## src/rtl/rat_io_responder.sv

```systemverilog
// rtl/rat_io_responder.sv - RAT CPU I/O bus port-side responder with interrupt generation
//
// Peripheral end of the RAT CPU I/O bus. CPU OUT writes land in byte-wide output
// registers. IN reads return the synchronized external inputs. Rising edges on the
// external inputs set pending interrupt bits, and a pulse FSM drives the CPU
// interrupt line from the masked pending set.
//
// Ports:
//   clk      in   1        clock
//   rst      in   1        synchronous active-high reset
//   port_id  in   8        CPU port address, valid every cycle
//   wr_data  in   8        CPU out_port data
//   io_strb  in   1        CPU write strobe (one write per high cycle)
//   rd_data  out  8        CPU in_port data, combinational from port_id and state
//   ext_in   in   8*N_IN   asynchronous external inputs, byte k = input port k
//   ext_out  out  8*N_OUT  output registers, byte k = output reg k
//   int_out  out  1        CPU interrupt request (registered)
//
// Register map:
//   IN_BASE+k   RO  synchronized ext_in byte k
//   OUT_BASE+k  RW  output register k
//   8'hF0       RW  interrupt mask (bit k enables source k)
//   8'hF1       RW  interrupt pending, write 1 to clear

module rat_io_responder #(
  parameter int         N_IN      = 4,
  parameter int         N_OUT     = 4,
  parameter logic [7:0] IN_BASE   = 8'h00,
  parameter logic [7:0] OUT_BASE  = 8'h40,
  parameter int         INT_PULSE = 2,
  parameter int         INT_HOLD  = 4
) (
  input  logic                 clk,
  input  logic                 rst,
  input  logic [7:0]           port_id,
  input  logic [7:0]           wr_data,
  input  logic                 io_strb,
  output logic [7:0]           rd_data,
  input  logic [8*N_IN-1:0]    ext_in,
  output logic [8*N_OUT-1:0]   ext_out,
  output logic                 int_out
);

  localparam logic [7:0] MASK_ADDR = 8'hF0;
  localparam logic [7:0] PEND_ADDR = 8'hF1;

  localparam int IN_LO  = int'(IN_BASE);
  localparam int IN_HI  = IN_LO + N_IN - 1;
  localparam int OUT_LO = int'(OUT_BASE);
  localparam int OUT_HI = OUT_LO + N_OUT - 1;

  localparam int CNT_MAX = (INT_PULSE > INT_HOLD) ? INT_PULSE : INT_HOLD;
  localparam int CW      = $clog2(CNT_MAX) + 1;

  localparam logic [CW-1:0] PULSE_LOAD = CW'(INT_PULSE - 1);
  localparam logic [CW-1:0] HOLD_LOAD  = CW'(INT_HOLD - 1);
  localparam logic [CW-1:0] CNT_ONE    = CW'(1);

  // Elaboration checks: parameter ranges and address map overlaps.
  generate
    if (N_IN < 1 || N_IN > 8) begin : g_bad_n_in
      $error("rat_io_responder: N_IN must be 1..8");
    end
    if (N_OUT < 1 || N_OUT > 16) begin : g_bad_n_out
      $error("rat_io_responder: N_OUT must be 1..16");
    end
    if (INT_PULSE < 1 || INT_HOLD < 1) begin : g_bad_timing
      $error("rat_io_responder: INT_PULSE and INT_HOLD must be >= 1");
    end
    if (IN_HI > 255 || OUT_HI > 255) begin : g_bad_range
      $error("rat_io_responder: port range exceeds 8-bit port_id space");
    end
    if (IN_LO <= OUT_HI && OUT_LO <= IN_HI) begin : g_overlap_io
      $error("rat_io_responder: input and output port ranges overlap");
    end
    if (IN_LO <= 241 && IN_HI >= 240) begin : g_overlap_in_ctl
      $error("rat_io_responder: input range overlaps F0/F1");
    end
    if (OUT_LO <= 241 && OUT_HI >= 240) begin : g_overlap_out_ctl
      $error("rat_io_responder: output range overlaps F0/F1");
    end
  endgenerate

  // ---------------------------------------------------------------------------
  // Input synchronizer plus a third stage for edge detection
  // ---------------------------------------------------------------------------
  logic [8*N_IN-1:0] sync1, sync2, sync3;

  always_ff @(posedge clk) begin
    if (rst) begin
      sync1 <= '0;
      sync2 <= '0;
      sync3 <= '0;
    end else begin
      sync1 <= ext_in;
      sync2 <= sync1;
      sync3 <= sync2;
    end
  end

  // Edges are ignored until the synchronizer has been refilled from real inputs;
  // otherwise inputs already high through reset would look like rising edges.
  logic [1:0] prime_cnt;
  logic       primed;

  assign primed = (prime_cnt == 2'd3);

  always_ff @(posedge clk) begin
    if (rst) begin
      prime_cnt <= 2'd0;
    end else if (!primed) begin
      prime_cnt <= prime_cnt + 2'd1;
    end
  end

  logic [N_IN-1:0] src_edge;

  always_comb begin
    src_edge = '0;
    for (int k = 0; k < N_IN; k++) begin
      src_edge[k] = primed && (|(sync2[8*k +: 8] & ~sync3[8*k +: 8]));
    end
  end

  // ---------------------------------------------------------------------------
  // Mask / pending registers
  // ---------------------------------------------------------------------------
  logic [N_IN-1:0] int_mask, int_pend, pend_clr;
  logic            mask_wr, pend_wr;

  assign mask_wr  = io_strb && (port_id == MASK_ADDR);
  assign pend_wr  = io_strb && (port_id == PEND_ADDR);
  assign pend_clr = pend_wr ? wr_data[N_IN-1:0] : '0;

  always_ff @(posedge clk) begin
    if (rst) begin
      int_mask <= '0;
      int_pend <= '0;
    end else begin
      if (mask_wr) begin
        int_mask <= wr_data[N_IN-1:0];
      end
      // New edge applied after the clear so a same-cycle edge keeps the bit set.
      int_pend <= (int_pend & ~pend_clr) | src_edge;
    end
  end

  // ---------------------------------------------------------------------------
  // Output registers
  // ---------------------------------------------------------------------------
  logic [7:0] out_reg [N_OUT];

  always_ff @(posedge clk) begin
    for (int k = 0; k < N_OUT; k++) begin
      if (rst) begin
        out_reg[k] <= 8'h00;
      end else if (io_strb && (port_id == OUT_BASE + 8'(k))) begin
        out_reg[k] <= wr_data;
      end
    end
  end

  always_comb begin
    ext_out = '0;
    for (int k = 0; k < N_OUT; k++) begin
      ext_out[8*k +: 8] = out_reg[k];
    end
  end

  // ---------------------------------------------------------------------------
  // Read mux: pure decode, no side effects, since port_id is not qualified.
  // ---------------------------------------------------------------------------
  always_comb begin
    rd_data = 8'h00;
    for (int k = 0; k < N_IN; k++) begin
      if (port_id == IN_BASE + 8'(k)) begin
        rd_data = sync2[8*k +: 8];
      end
    end
    for (int k = 0; k < N_OUT; k++) begin
      if (port_id == OUT_BASE + 8'(k)) begin
        rd_data = out_reg[k];
      end
    end
    if (port_id == MASK_ADDR) begin
      rd_data = 8'(int_mask);
    end
    if (port_id == PEND_ADDR) begin
      rd_data = 8'(int_pend);
    end
  end

  // ---------------------------------------------------------------------------
  // Interrupt pulse FSM
  // ---------------------------------------------------------------------------
  typedef enum logic [1:0] {
    ST_IDLE   = 2'd0,
    ST_ASSERT = 2'd1,
    ST_HOLD   = 2'd2
  } int_state_t;

  int_state_t      state, state_nxt;
  logic [CW-1:0]   cnt, cnt_nxt;
  logic            int_req, int_nxt;

  assign int_req = |(int_pend & int_mask);

  always_ff @(posedge clk) begin
    if (rst) begin
      state   <= ST_IDLE;
      cnt     <= '0;
      int_out <= 1'b0;
    end else begin
      state   <= state_nxt;
      cnt     <= cnt_nxt;
      int_out <= int_nxt;
    end
  end

  always_comb begin
    state_nxt = state;
    cnt_nxt   = cnt;
    case (state)
      ST_IDLE: begin
        if (int_req) begin
          state_nxt = ST_ASSERT;
          cnt_nxt   = PULSE_LOAD;
        end
      end
      ST_ASSERT: begin
        if (cnt == '0) begin
          state_nxt = ST_HOLD;
          cnt_nxt   = HOLD_LOAD;
        end else begin
          cnt_nxt = cnt - CNT_ONE;
        end
      end
      ST_HOLD: begin
        // A request still present at the end of the dead time re-fires
        // immediately, so the line is low for exactly INT_HOLD cycles.
        if (cnt == '0) begin
          if (int_req) begin
            state_nxt = ST_ASSERT;
            cnt_nxt   = PULSE_LOAD;
          end else begin
            state_nxt = ST_IDLE;
          end
        end else begin
          cnt_nxt = cnt - CNT_ONE;
        end
      end
      default: begin
        state_nxt = ST_IDLE;
        cnt_nxt   = '0;
      end
    endcase
    int_nxt = (state_nxt == ST_ASSERT);
  end

endmodule
```

## config.mk

```make
export PLATFORM = sky130hd
export DESIGN_NAME = rat_io_responder
export DESIGN_NICKNAME = d
export VERILOG_FILES = /design/src/rtl/rat_io_responder.sv
export SDC_FILE = /design/constraint.sdc
export NUM_CORES = 1
export LEC_CHECK = 0
export ABC_CLOCK_PERIOD_IN_PS = 6800
export BUFFER_PORTS_ARGS = -buffer_cell sky130_fd_sc_hd__buf_2
export CAP_MARGIN = 20
export CORE_MARGIN = 2
export CORE_UTILIZATION = 49
export CTS_CLUSTER_SIZE = 8
export DETAILED_ROUTE_END_ITERATION = 8
export PLACE_DENSITY_LB_ADDON = 0.05
export REMOVE_ABC_BUFFERS = 1
export SLEW_MARGIN = 20
export SYNTH_ARGS = -nofsm -noshare
export SYNTH_HDL_FRONTEND = slang
export SYNTH_SLANG_ARGS = --single-unit
```

## constraint.sdc

```tcl
create_clock -name clk -period 6.8 [get_ports clk]
set_input_delay 0.68 -clock clk [delete_from_list [all_inputs] [get_ports clk]]
set_output_delay 0.68 -clock clk [all_outputs]
set_load 0.1 [all_outputs]
```

[Word level (Yosys, flattened, before mapping)]
Memories as Yosys holds them, arrays and structs flattened.
Index checks and enable logic that the tools add are counted.
Storage, ports and cells
  register bits after elaboration: 112
  RAM bits: 32
  bits of input ports: 51
  word-level logic and storage cells: 97
  memories: 1
Operators by class
  $add $sub $neg: 2
  equal/unequal tests: 13
  multiplexer cells: 38
  bitwise gates (word level): 16
  reduce and logical (&&, ||, !) cells: 18
Memory list
  out_reg: words 4, bits a word 8, rd ports 4, clocked after memory_dff 0, write ports 4, line 151  | logic [7:0] out_reg [N_OUT];
Operators with widths (number)
  8-bit 2-to-1 mux: 14
  8-bit AND: 4
  8-bit by 7-bit equality test with 1-bit output, second input constant: 4
  8-bit NOT: 4
  8-bit OR reduction: 4
  8-bit by 2-bit equality test with 1-bit output, second input constant: 2
  8-bit equality test, second input constant: 2
  1-bit 2-to-1 mux: 15
  1-bit logical AND: 10
  3-bit 2-to-1 mux: 3
  3-bit case mux with 3 select lines: 1
  4-bit AND: 2
  8-bit by 1-bit equality test with 1-bit output, second input constant: 1
  8-bit zero test: 1
  2-bit 2-to-1 mux: 3
  2-bit case mux with 3 select lines: 1
  2-bit by 1-bit equality test with 1-bit output, second input constant: 2
  2-bit equality test, second input constant: 2
  4-bit 2-to-1 mux: 1
  4-bit NOT: 1
  1-bit bitwise OR: 4
  4-bit bitwise OR: 1
  4-bit OR reduction: 1
  3-bit zero test: 1
  other kinds (3): 3

[Logic depth before layout (Yosys ltp)]
  word-level depth: 11
  mapped depth: 6

[Worst setup path after synthesis]
OpenSTA, ideal clock, no wires.
  kind: input port to output port
  start point: input port port_id[7]
  end point: output port rd_data[3]
  arrival time: 3.985 ns
  setup slack: 2.135 ns
  cell stages on the path: 4
  buffers on the path: 0
  path through: or4_1 nor2_2 a222oi_1 o32ai_1
On the way
  word-level cells in the longest chain between the ends: 11
  elaborated cells between the ends (all ways): 20
  classes of those cells: eq/ne (9); mux (10); reduce/logical (1)
RTL lines
  start, declared: line 35  | input logic [7:0] port_id,
  8-bit zero test: line 176  | if (port_id == IN_BASE + 8'(k)) begin
  8-bit 2-to-1 mux (4 in series): line 176
  8-bit 2-to-1 mux (4 in series): line 181  | if (port_id == OUT_BASE + 8'(k)) begin
  8-bit 2-to-1 mux: line 185  | if (port_id == MASK_ADDR) begin
  8-bit 2-to-1 mux (*): line 188  | if (port_id == PEND_ADDR) begin
  end, declared: line 38  | output logic [7:0] rd_data,
Every way passes the cells marked *; elsewhere a longest branch is shown, timed or not.

[Final worst setup path]
  start point: input port port_id[7]
  end point: output port rd_data[1]
The elaborated chain is that of the path after synthesis.

==> results by stage <==
Outcome:
- The run finished with clean final reports.

Clock network:
- The number of hold buffers added after CTS was 0.
- The count of instances resized after the clock tree is built is 0.
- TritonCTS built the clock tree.
- The number of CTS-inserted buffers is 17.
- Counting along the longest clock path gives a buffer depth of 2.
- The number of setup buffers added after CTS is 0.
- After clock tree synthesis, the clock-pin slew on the worst setup and hold paths is around 0.060 ns.
- The clock tree root buffer cell is clkbuf_8.
- The clock insertion delay at the later pin of the skew report is around 0.52 ns.
- The CTS H-tree depth is 4.
- CTS saw ~140 sinks.

Cells and area:
- The share of layout cells above drive strength 1 is 0.234.
- The top cell types in the final layout, fill and taps aside, are 112 x dfxtp_1, 90 x buf_2, 67 x nor2b_1, 56 x nor2_1, 39 x inv_1.
- The number of diodes is 0.
- The area overhead of the layout relative to synthesis is 20.5%.
- The total number of nets in the final design is roughly 660.
- Counting the fill cells in the layout gives 922.
- The most common cell after layout, fill and taps aside is dfxtp_1.

Critical path:
- The capturing point of the worst reg2reg path is cnt[2].
- Among all stages on the critical path, the largest delay is contributed by nor4b_1.
- STA classifies the critical path startpoint as a primary input.
- The depth of the most critical reg-to-reg path is 4.
- The setup slack on the worst flop-to-flop path is 5.10 ns.
- The signal on the critical path passes through buf_2, nor4b_1, nand2_1, o32a_1, o32ai_1, buf_2.
- The top fanout value on the critical path is 14.
- The kind of cell with the highest combined delay along the critical path is simple AND/OR/NAND/NOR gates.
- Together, buffers and inverters on the worst path number 2.
- The delay contributed by the slowest stage of the critical path is approximately 0.61 ns.
- The endpoint arrival time on the critical path is approximately 3 ns.
- The most frequent cell on the critical path is buf_2.
- The critical path class is in -> out.
- The worst endpoint required time is between 6 and 7 ns.
- The origin of the critical flop-to-flop path is int_pend[1].
- The endpoint class of the critical path is an output pin.

Synthesis:
- The synthesized netlist contains 56 unique library cells.
- The number of warnings reported in the yosys synthesis log is 0.
- Synthesis produced a netlist whose cell count is ~520.
- The most used flip-flop cell after synthesis is dfxtp_1.
- The cell taking the most area after synthesis is dfxtp_1.
- Yosys mapped a number of flops with a built-in enable equal to 32.
- The async set-or-reset flop fraction in the synthesized netlist is 0.
- Sorting the synthesized cells by area gives the leading types as dfxtp_1 41%, edfxtp_1 17%, nor2b_1 7.6%.
- The mapped netlist covers ~5500 sq um.
- Synthesis inferred 144 register bits.
- Of the synthesized area, sequential elements account for 0.581.
- The mean post-synth cell area is between 10 and 15 sq um.
- The share of synthesized area in the top cell type comes to 0.407.

Floorplanning:
- The floorplan die area is between 10,000 and 15,000 sq um.
- The overall die width is 110 um.
- Measured along the y axis, the die boundary spans 110 um.
- The initial utilization of the core area, before any placement, comes to 0.506.
- The region available for standard cell placement spans about 11,000 sq um.
- During I/O placement, the number of pins put on the boundary was between 90 and 100.
- The number of standard-cell rows in the floorplan is 38.

Timing:
- For this run, the top clock speed supported by timing is 272 MHz.
- The number of pins with negative max-slew slack in the final report was 0.
- In the finished design, the share of the clock period the worst path needs comes to 0.540.
- The least setup slack across all paths after layout is around 3.1 ns.
- The worst-case clock skew is 0.00603 ns.
- The final number of setup-violating endpoints is 0.
- The total count of hold-check failures in the final report is 0.
- Setup repair after global routing left no endpoint under its margin.
- The slew of the pin with the lowest slew margin is roughly 0.87 ns.
- The headroom to the max-slew limit is 0.420.
- The final hold slack is 0.361 ns.
- The setup TNS is 0 ns.
- The smallest clock period supported by the final layout is computed as around 3.7 ns.

Pwr:
- Power spread over the standard cell area amounts to 314 nW/um^2.
- Across the VDD grid, the largest voltage drop is about 0.21 mV.
- The analysis attributes to cell leakage a power of roughly 2.6 nW.

Routing:
- The first routing iteration left a little under 300 violations.
- The number of remaining DRC errors is 0.
- After detailed routing, the average wire length per cell comes to around 16 um.
- The overall routed net length is around 12 mm.
- The first TritonRoute pass finished after 4 iterations.
- The antenna violation net count after detailed routing is 0.
- The routed layout has 3,967 vias.
- Using the TritonRoute via totals, the vias-per-cell ratio works out to 5.25.

GRT:
- The initial antenna violation count is 0.
- The first global-routing pass estimated between 15 and 20 mm of wire.
- The number of global-route vias before repair is 3,731.
- The met1 demand-to-capacity share in global routing is 0.242.
- The met3 usage in global routing is 0.0670.
- The largest net degree at the start of global routing is 92.
- The most used routing layer is met2.
- The global-route usage over all layers is 0.201.
- The aggregate global routing overflow is 0.
- The met2 usage in global routing is 0.334.

Worst hold path:
- The worst hold path passes through 2 cells.
- The startpoint identified for the worst hold timing path is ext_in[8].
- The path class of the lowest-slack min-delay path is in -> reg.
- The capture endpoint of the worst hold path is sync1[8].

Placed design:
- The congestion estimate from routability-driven global placement came to between 0.8 and 0.9.
- The count of buffers added on input and output ports is just over 90.
- OpenSTA, run right after detailed placement, puts the worst setup slack at 3.11 ns.
- The post-DP HPWL is 8.32 mm.

Run:
- The reported max-cap violation count is 0.
## how the worst max path moves through the flow
| stage | from | slack, ns | to | cells after the start |
|---|---|---|---|---|
| 2_1_floorplan | port_id[7] | 2.14 | rd_data[3] | 4 |
| 3_3_place_gp | port_id[7] | 3.19 | rd_data[1] | 6 |
| 3_5_place_dp | port_id[7] | 3.11 | rd_data[1] | 6 |
| 4_1_cts | port_id[7] | 3.12 | rd_data[1] | 6 |
| 5_1_grt | port_id[7] | 2.92 | rd_data[1] | 6 |
| 6_report | port_id[7] | 3.13 | rd_data[1] | 6 |
## power breakdown
group / switching [mW] / internal [mW]
Clock: 0.360 / 0.598
Combinational: 0.145 / 0.0533
Sequential: 0.0167 / 0.911
## per-stage QoR
step | cells | area, sq um | utilization | power, mW
floorplan | 491 | 5380 | - | 1.08
global placement | 723 | 6020 | 0.553 | 1.14
detailed placement | 723 | 6020 | 0.553 | 1.14
CTS | 755 | 6640 | 0.610 | 2.10
global route | 755 | 6640 | 0.610 | 2.16
finish | 755 | 6640 | 0.610 | 2.08
## area by class of cell
| type | instances | area (sq um) | area share |
|---|---|---|---|
| Sequential cell | 144 | 3200 | 0.482 |
| Multi-Input combinational cell | 308 | 2030 | 0.305 |
| Timing Repair Buffer | 92 | 465 | 0.0701 |
| Clock buffer | 19 | 453 | 0.0682 |
| Tap cell | 140 | 175 | 0.0264 |
| Clock inverter | 13 | 173 | 0.0260 |
| Inverter | 39 | 146 | 0.0220 |
## cells by family (layout without fill, tap and decap cells)
group / after synthesis / after routing / synth area share
xor gates and xnor gates: 1 / 1 / 0.00159
AOI/OAI and AO/OA: 85 / 85 / 0.104
and+or+nand+nor: 198 / 198 / 0.203
buffers and inverters: 70 / 163 / 0.0511
muxes: 21 / 21 / 0.0527
adders and majority gates: 3 / 3 / 0.00681
DFF: 144 / 144 / 0.581
## per-layer routing
layer  share of wire  wire [um]  vias to the layer above
li1                -          -                     1967
met1            0.43       5070                     1855
met2            0.48       5690                      122
met3           0.064        755                       23
met4           0.019        226                        0
met5               0          0                        -
## cells in the mapped netlist (4+ instances only)
master     count
dfxtp_1      112
nor2b_1       67
nor2_1        56
inv_1         39
edfxtp_1      32
o22ai_1       23
clkbuf_1      22
o21ai_0       18
and2_1        16
nor3_1        12
mux2i_1       11
a21oi_1        9
nor4_1         9
mux4_2         6
nand2_1        6
a211oi_1       5
nand2b_1       5
a2bb2oi_1      4
buf_1          4
mux2_2         4
o32ai_1        4
o41ai_1        4
or3_1          4
Note: power is estimated with default switching activity, not from simulation.
